### src/rtl/spi_pkg.sv
// Shared definitions for the SPI transmit sequencer: FSM state encoding,
// default CS setup/hold timing and the transfer-length width.
// Optional feature macro: SPI_CS_GAP_EN (adds the ST_GAP state).
package spi_pkg;

   localparam int SPI_LEN_W        = 16;
   localparam int SPI_CS_SETUP_DEF = 2;
   localparam int SPI_CS_HOLD_DEF  = 2;

   typedef enum logic [2:0] {
      ST_IDLE,
      ST_LOAD,
      ST_SETUP,
      ST_SHIFT,
      ST_HOLD,
      ST_DONE
`ifdef SPI_CS_GAP_EN
      , ST_GAP
`endif
   } spi_state_t;

   // Width of a chip-select index; a single CS line still gets one bit.
   function automatic int spi_cs_w(input int num_cs);
      return (num_cs > 1) ? $clog2(num_cs) : 1;
   endfunction

endpackage

### src/rtl/spi_clk_div.sv
// SCK generator: half-period divider plus SCK toggle flop. While en is high
// the counter runs 0..div and SCK toggles on terminal count; rise/fall are
// single-cycle strobes registered together with the new SCK level, so a fall
// strobe is high in the same cycle SCK reads low. en low parks SCK low and
// clears the counter.
module spi_clk_div import spi_pkg::*; #(
   parameter int DIV_W = 8
) (
   input  logic             clk_i,
   input  logic             rst_i,
   input  logic             en,
   input  logic [DIV_W-1:0] div,
   output logic             sck,
   output logic             rise,
   output logic             fall
);

   logic [DIV_W-1:0] cnt;

   // Half-period counter and SCK toggle with edge strobes.
   // NOTE: sequential state uses non-blocking assignments only, so every flop
   // samples pre-edge values regardless of statement order.
   always_ff @(posedge clk_i or posedge rst_i) begin
      if (rst_i) begin
         cnt  <= '0;
         sck  <= 1'b0;
         rise <= 1'b0;
         fall <= 1'b0;
      end else if (!en) begin
         cnt  <= '0;
         sck  <= 1'b0;
         rise <= 1'b0;
         fall <= 1'b0;
      end else if (cnt == div) begin
         cnt  <= '0;
         sck  <= ~sck;
         rise <= ~sck;
         fall <= sck;
      end else begin
         cnt  <= cnt + DIV_W'(1);
         rise <= 1'b0;
         fall <= 1'b0;
      end
   end

endmodule

### src/rtl/spi_tx_ctrl.sv
// SPI transmit transaction sequencer (SCK mode 0).
// Accepts one command (length, CS index, SCK divider), loads the shifter
// length, drops the selected CS_n with setup time, runs SCK and the per-bit
// shift strobe, holds CS_n after the last falling edge, then pulses done_o
// (with err_o if the shifter's final-bit indication was early or missing).
// Optional feature macro: SPI_CS_GAP_EN adds cs_gap_i and a GAP state that
// keeps all CS_n high for cs_gap_i+1 cycles after done_o.
module spi_tx_ctrl import spi_pkg::*; #(
   parameter  int NUM_CS   = 4,
   parameter  int DIV_W    = 8,
   parameter  int CS_SETUP = SPI_CS_SETUP_DEF,
   parameter  int CS_HOLD  = SPI_CS_HOLD_DEF,
   localparam int CS_W     = spi_cs_w(NUM_CS)
) (
   input  logic                 clk_i,
   input  logic                 rst_i,
   input  logic                 cmd_vld_i,
   output logic                 cmd_rdy_o,
   input  logic [SPI_LEN_W-1:0] cmd_len_i,
   input  logic [CS_W-1:0]      cmd_cs_i,
   input  logic [DIV_W-1:0]     cmd_div_i,
   output logic [NUM_CS-1:0]    cs_n_o,
   output logic                 sck_o,
   output logic                 tx_en_o,
   output logic                 tx_edge_o,
   output logic [SPI_LEN_W-1:0] tx_bits_len_o,
   output logic                 tx_bits_len_update_o,
   input  logic                 tx_done_i,
   output logic                 busy_o,
   output logic                 done_o,
   output logic                 err_o
`ifdef SPI_CS_GAP_EN
   ,
   input  logic [7:0]           cs_gap_i
`endif
);

   localparam logic [15:0] SETUP_LAST = 16'(CS_SETUP - 1);
   localparam logic [15:0] HOLD_LAST  = 16'(CS_HOLD - 1);

   spi_state_t           state;
   logic [15:0]          ph_cnt;
   logic [SPI_LEN_W-1:0] bit_cnt;
   logic [DIV_W-1:0]     div_q;
   logic [CS_W-1:0]      cs_q;
   logic                 err_flag;
`ifdef SPI_CS_GAP_EN
   logic [7:0]           gap_q;
   logic                 gap_pend;
`endif

   logic accept;
   logic cs_bad;
   logic last_fall;
   logic sck_en;
   logic div_sck;
   logic div_fall;
   logic sck_rise_unused;

   assign accept    = cmd_vld_i && cmd_rdy_o;
   assign cs_bad    = (int'(cmd_cs_i) >= NUM_CS);
   // The fall that completes the len-th bit ends SHIFT; that cycle already
   // counts as the first CS hold cycle.
   assign last_fall = (state == ST_SHIFT) && div_fall &&
                      ((bit_cnt + SPI_LEN_W'(1)) == tx_bits_len_o);
   // Stop the divider on the final fall so SCK cannot rise again (div==0).
   assign sck_en    = tx_en_o && !last_fall;

   assign sck_o     = div_sck;
   assign tx_edge_o = div_fall;

   spi_clk_div #(
      .DIV_W (DIV_W)
   ) u_clk_div (
      .clk_i (clk_i),
      .rst_i (rst_i),
      .en    (sck_en),
      .div   (div_q),
      .sck   (div_sck),
      .rise  (sck_rise_unused),
      .fall  (div_fall)
   );

   // Transaction FSM with registered outputs.
   always_ff @(posedge clk_i or posedge rst_i) begin
      if (rst_i) begin
         state                <= ST_IDLE;
         ph_cnt               <= '0;
         bit_cnt              <= '0;
         div_q                <= '0;
         cs_q                 <= '0;
         err_flag             <= 1'b0;
         cmd_rdy_o            <= 1'b1;
         busy_o               <= 1'b0;
         cs_n_o               <= '1;
         tx_en_o              <= 1'b0;
         tx_bits_len_o        <= '0;
         tx_bits_len_update_o <= 1'b0;
         done_o               <= 1'b0;
         err_o                <= 1'b0;
`ifdef SPI_CS_GAP_EN
         gap_q                <= '0;
         gap_pend             <= 1'b0;
`endif
      end else begin
         // NOTE: strobes default low each cycle so a branch that forgets them
         // cannot leave a pulse stuck high.
         tx_bits_len_update_o <= 1'b0;
         done_o               <= 1'b0;
         err_o                <= 1'b0;

         case (state)
            ST_IDLE: begin
               if (accept) begin
                  cmd_rdy_o <= 1'b0;
                  busy_o    <= 1'b1;
                  err_flag  <= 1'b0;
                  div_q     <= cmd_div_i;
                  cs_q      <= cmd_cs_i;
`ifdef SPI_CS_GAP_EN
                  gap_q     <= cs_gap_i;
`endif
                  if ((cmd_len_i == '0) || cs_bad) begin
                     // Nothing to shift: report completion without touching CS.
                     state  <= ST_DONE;
                     done_o <= 1'b1;
                     err_o  <= cs_bad;
                  end else begin
                     state                <= ST_LOAD;
                     tx_bits_len_o        <= cmd_len_i;
                     tx_bits_len_update_o <= 1'b1;
                  end
               end
            end

            ST_LOAD: begin
               cs_n_o[cs_q] <= 1'b0;
               ph_cnt       <= '0;
               state        <= ST_SETUP;
`ifdef SPI_CS_GAP_EN
               gap_pend     <= 1'b1;
`endif
            end

            ST_SETUP: begin
               if (ph_cnt == SETUP_LAST) begin
                  state   <= ST_SHIFT;
                  tx_en_o <= 1'b1;
                  bit_cnt <= '0;
               end else begin
                  ph_cnt <= ph_cnt + 16'd1;
               end
            end

            ST_SHIFT: begin
               if (div_fall) begin
                  bit_cnt <= bit_cnt + SPI_LEN_W'(1);
               end
               if (last_fall) begin
                  tx_en_o <= 1'b0;
                  if (!tx_done_i) begin
                     err_flag <= 1'b1;
                  end
                  if (CS_HOLD == 1) begin
                     cs_n_o <= '1;
                     done_o <= 1'b1;
                     err_o  <= err_flag | ~tx_done_i;
                     state  <= ST_DONE;
                  end else begin
                     ph_cnt <= 16'd1;
                     state  <= ST_HOLD;
                  end
               end else if (tx_done_i) begin
                  // Shifter claims its final bit before the sequencer is done.
                  err_flag <= 1'b1;
               end
            end

            ST_HOLD: begin
               if (ph_cnt == HOLD_LAST) begin
                  cs_n_o <= '1;
                  done_o <= 1'b1;
                  err_o  <= err_flag;
                  state  <= ST_DONE;
               end else begin
                  ph_cnt <= ph_cnt + 16'd1;
               end
            end

            ST_DONE: begin
`ifdef SPI_CS_GAP_EN
               if (gap_pend) begin
                  gap_pend <= 1'b0;
                  ph_cnt   <= '0;
                  state    <= ST_GAP;
               end else
`endif
               begin
                  state     <= ST_IDLE;
                  cmd_rdy_o <= 1'b1;
                  busy_o    <= 1'b0;
               end
            end

`ifdef SPI_CS_GAP_EN
            ST_GAP: begin
               if (ph_cnt == {8'h00, gap_q}) begin
                  state     <= ST_IDLE;
                  cmd_rdy_o <= 1'b1;
                  busy_o    <= 1'b0;
               end else begin
                  ph_cnt <= ph_cnt + 16'd1;
               end
            end
`endif

            default: begin
               state     <= ST_IDLE;
               cmd_rdy_o <= 1'b1;
               busy_o    <= 1'b0;
               tx_en_o   <= 1'b0;
               cs_n_o    <= '1;
            end
         endcase
      end
   end

endmodule

### config.mk
export PLATFORM = sky130hd
export DESIGN_NAME = spi_tx_ctrl
export DESIGN_NICKNAME = d
export VERILOG_FILES = /design/src/rtl/spi_pkg.sv /design/src/rtl/spi_clk_div.sv /design/src/rtl/spi_tx_ctrl.sv
export SDC_FILE = /design/constraint.sdc
export NUM_CORES = 1
export LEC_CHECK = 0
export CAP_MARGIN = 20
export CORE_MARGIN = 5
export CORE_UTILIZATION = 58
export DETAILED_ROUTE_END_ITERATION = 10
export PLACE_DENSITY_LB_ADDON = 0.08
export SYNTH_ARGS = -nofsm -noshare
export SYNTH_HDL_FRONTEND = slang
export SYNTH_SLANG_ARGS = --single-unit
### constraint.sdc
create_clock -name clk_i -period 5.7 [get_ports clk_i]
set_clock_uncertainty 0.05 [all_clocks]
set_input_delay 0.57 -clock clk_i [delete_from_list [all_inputs] [get_ports clk_i]]
set_output_delay 0.57 -clock clk_i [all_outputs]
set_load 0.02 [all_outputs]
==> impl_results.rst <==
.. list-table::
   :header-rows: 1

   * - Metric
     - Value
   * - Compound-cell area share of the yosys netlist
     - 13.6%
   * - Wire length reported by the detailed router
     - 10500 um
   * - Setup TNS
     - 0 ns
   * - Power density of the placed cells
     - 303 mW/mm^2
   * - Time the worst path needs with I/O delays and setup
     - 3.26 ns
   * - Y dimension of the die
     - 97.8 um
   * - Worst-path cell chain
     - ha_1 -> nand3_2 -> nor4_1 -> xnor2_1 -> nand4_1 -> nor4_4 -> nor2_2 -> a221o_1
   * - Worst skew pair latency
     - 0.36 ns
   * - Synth-to-layout area growth
     - 19.3%
   * - Synthesized area
     - 0.00447 sq mm
   * - Synthesized netlist net count
     - 522
   * - Sw Share
     - 33.1%
   * - Worst R2R Setup Slack
     - 2.44 ns
   * - Final setup fails
     - 0
   * - Maximum clock path buffer count
     - 2
   * - Multiplexer fraction of the synthesized cell area
     - 2.74%
   * - CTS H-tree lvls
     - 3
   * - Post-Synth Adder-Cell Area
     - 1.12%
   * - Path type of the worst setup path
     - flop to flop
   * - IO Pins
     - 58
   * - Run status
     - completed
   * - Number of gates given a new drive strength after cts
     - 0
   * - Most repeated cell in the gate-level netlist after synthesis
     - nand2_1
   * - Clock buffer count from CTS
     - 9
   * - Unrepaired setup endpoints after global routing
     - false
   * - Residual DRC
     - 0
   * - Number of antenna diodes
     - 0
   * - Postcts setup bufs
     - 0
   * - Overall via count from detail_route
     - 3770
   * - Largest family of logic cells by synthesized area
     - simple AND/OR/NAND/NOR gates
   * - Full die area
     - 0.00957 sq mm
   * - Antenna violations before repair
     - 0
   * - Endpoint of the worst-slack reg-to-reg timing path
     - ph_cnt[2]
   * - Cell count after synthesis
     - 488
   * - Area of the multi-input gates
     - 0.00227 sq mm
   * - Number of violations reported at the end of detailed-routing iteration 0
     - 177
   * - Initial Utilization
     - 58.8%
   * - Total half-perimeter wirelength after legalization and detailed placement
     - 7370 um
   * - Post-CTS clock slew at the launch and capture registers of the worst setup and hold paths
     - 0.09 ns
   * - Simple-gate portion of the synthesized area
     - 25.5%
   * - Number of flops mapped to enable cells by yosys
     - 0
   * - Remaining max-slew budget at the tightest pin
     - 49.0%
   * - Share of synthesized area occupied by flip-flops and latches
     - 46.0%
   * - Proportion of register bits with asynchronous set or reset after synthesis
     - 100%
   * - Top post-synthesis cells by area
     - dfrtp_1 43%, nand2_1 7.4%, xnor2_1 4.1%, o21ai_0 3.8%, xor2_1 3.5%
   * - Sequential cell area
     - 0.00206 sq mm
   * - Die Width
     - 97.8 um
   * - Path class of the lowest-slack min-delay path
     - primary input to asynchronous set/reset pin
   * - Crit share post-route
     - 57.2%
   * - Number of rows created at floorplan
     - 32
   * - Fraction of power consumed by sequential logic
     - 46.3%
   * - Worst Max-Slew Pin Slew
     - 0.763 ns
   * - TritonCTS clock tree
     - yes
   * - Combined global-route utilization of all metal layers
     - 22.3%
   * - Type of element launching the critical path
     - flop
   * - I/O Buffers
     - 57
   * - Detail-routed net length per standard cell
     - 16.3 um
   * - Peak supply drop
     - 0.000236 V
   * - # Max-Cap Violations
     - 0
   * - XOR/XNOR share of the synthesized area
     - 7.63%
   * - Top cell type's share of synthesized area
     - 43.1%
   * - Cell with the largest stage delay on the worst path
     - nor4_1
   * - Post-layout instance area
     - 0.00534 sq mm
   * - Highest fanout seen on the critical path
     - 13
   * - Post-synthesis area per instance
     - 9.17 sq um
   * - Clk root buf
     - clkbuf_8
   * - Most area-hungry cell type in the Yosys netlist
     - dfrtp_1
   * - Pleak
     - 0.00238 uW
   * - Number of nets at the end of the flow
     - 569
   * - Synth cell types
     - 61
   * - F_max
     - 0.306 GHz
   * - Internal Dissipation
     - 1080 uW
   * - Top FF cell, synth
     - dfrtp_1
   * - Number of warnings printed during yosys synthesis
     - 0
   * - Slowest cell delay on critical path
     - 0.60 ns
   * - CP Data Required Time
     - 5.88 ns
   * - First-pass GRT wire length
     - 17700 um
   * - Number of sinks driven by the clock tree
     - 82
   * - First-pass iteration count of the detailed router
     - 5
   * - CP Capture Type
     - flop
   * - Final hold viol count
     - 0
   * - RR Startpoint
     - bit_cnt[0]
   * - Combinational Power Share
     - 24.3%
   * - Layout cells sized above 1
     - 8.89%
   * - Vias in the first global route
     - 3692
   * - Largest net degree at the start of global routing
     - 83
   * - Clock Power Share
     - 29.4%
   * - Final antenna-violating net count
     - 0
   * - Worst Path Arrival
     - 3.45 ns
   * - GPL Wtd Cong
     - 0.912
   * - Routed via count divided by cell count
     - 5.87
   * - Flip-flop and latch count after synthesis
     - 82
   * - Switching power total
     - 536 uW
   * - Filler cell count
     - 601
   * - R2r worst-path depth
     - 8
   * - Core area
     - 0.00761 sq mm
   * - Final count of pins violating max slew
     - 0
   * - DP Area
     - 0.00508 sq mm
   * - Ranking of synthesized cells by instance count
     - 88 x nand2_1, 77 x dfrtp_1, 34 x o21ai_0
   * - Quantity of hold-fixing buffers added after cts
     - 0
   * - Global route overflow
     - 0
-- metrics by stage --
| step | hold slack [ns] | total power, uW | setup WS [ns] | utilization (%) | instances |
|---|---|---|---|---|---|
| 2_1_floorplan | 0.416 | 1010 | 2.96 | - | 488 |
| 3_3_place_gp | 0.414 | 1140 | 2.67 | 66.8 | 625 |
| 3_5_place_dp | 0.418 | 1150 | 2.49 | 66.8 | 625 |
| 4_1_cts | 0.431 | 1620 | 2.49 | 69.8 | 641 |
| 5_1_grt | 0.435 | 1710 | 2.22 | 70.2 | 642 |
| 6_report | 0.437 | 1620 | 2.44 | 70.2 | 642 |
-- power groups by stage --
stage	clock network, uW	logic (uW)	registers [uW]
after floorplan	0	262	749
after global placement	0	381	754
after detailed placement	0	389	758
after CTS	484	391	748
after global routing	512	440	763
final	475	394	749
-- worst max-delay path, delay by kind of cell (launching register included) --
family / cells / cell delay, ns
simple gates: 5 / 1.73
flops: 1 / 0.47
compound gates: 1 / 0.40
fa+ha+maj: 1 / 0.30
xor+xnor: 1 / 0.20
-- sequential cells by signal (all words and copies together) (netlist names), 2 cells and up --
register and count:
bit_cnt 16, ph_cnt 16, tx_bits_len_o 16, div_q 8
u_clk_div.cnt 8, cs_n_o 4, state 3, cs_q 2
-- cells by family (layout without fill, tap and decap cells) --
kind of cell,Yosys count,count (layout)
AO/OA/AOI/OAI,91,91
multiplexers,11,11
buffers and inverters,35,87
adder cells (fa/ha/maj),4,4
flip-flops,82,82
XOR/XNOR,39,39
AND/OR/NAND/NOR,226,226
-- layout by cell type (no fill, tap or decap), types with 12 or more instances in the layout --
| cell | netlist | routed |
|---|---|---|
| xnor2_1 | 21 | 21 |
| nand3_1 | 27 | 27 |
| nor2_1 | 33 | 33 |
| nand2_1 | 88 | 88 |
| nor4_1 | 13 | 12 |
| and3_1 | 13 | 13 |
| o31ai_1 | 13 | 13 |
| nor3_1 | 14 | 14 |
| dfrtp_1 | 77 | 77 |
| o21ai_0 | 34 | 34 |
| xor2_1 | 18 | 18 |
| clkdlybuf4s50_1 | 0 | 57 |
-- metal layers --
metal	wire [um]	track usage [%]	vias to the layer above
li1	-	-	1825
met1	4700	29.8	1820
met2	5020	35.6	112
met3	616	7.21	13
met4	144	5.32	0
met5	0	0	-
-- area by class of cell --
class                   instances  share of cell area [%]
clock buffers                  11                    2.65
repair buffers                 60                    11.5
well taps                     102                    2.39
clock inverters                 5                    1.59
multi-input cells             371                    42.5
flip-flops and latches         82                    38.6
inverters                      11                   0.797
-- worst max path at each step --
stage,start,to,slack [ns],cells after the start
finish,bit_cnt[0],ph_cnt[2],2.44,8
floorplan,bit_cnt[0],ph_cnt[10],2.96,9
detailed placement,bit_cnt[0],ph_cnt[2],2.49,8
global route,bit_cnt[0],ph_cnt[2],2.22,8
global placement,bit_cnt[0],ph_cnt[2],2.67,8
CTS,bit_cnt[0],ph_cnt[2],2.49,8
Power figures use the tool's default switching activity.
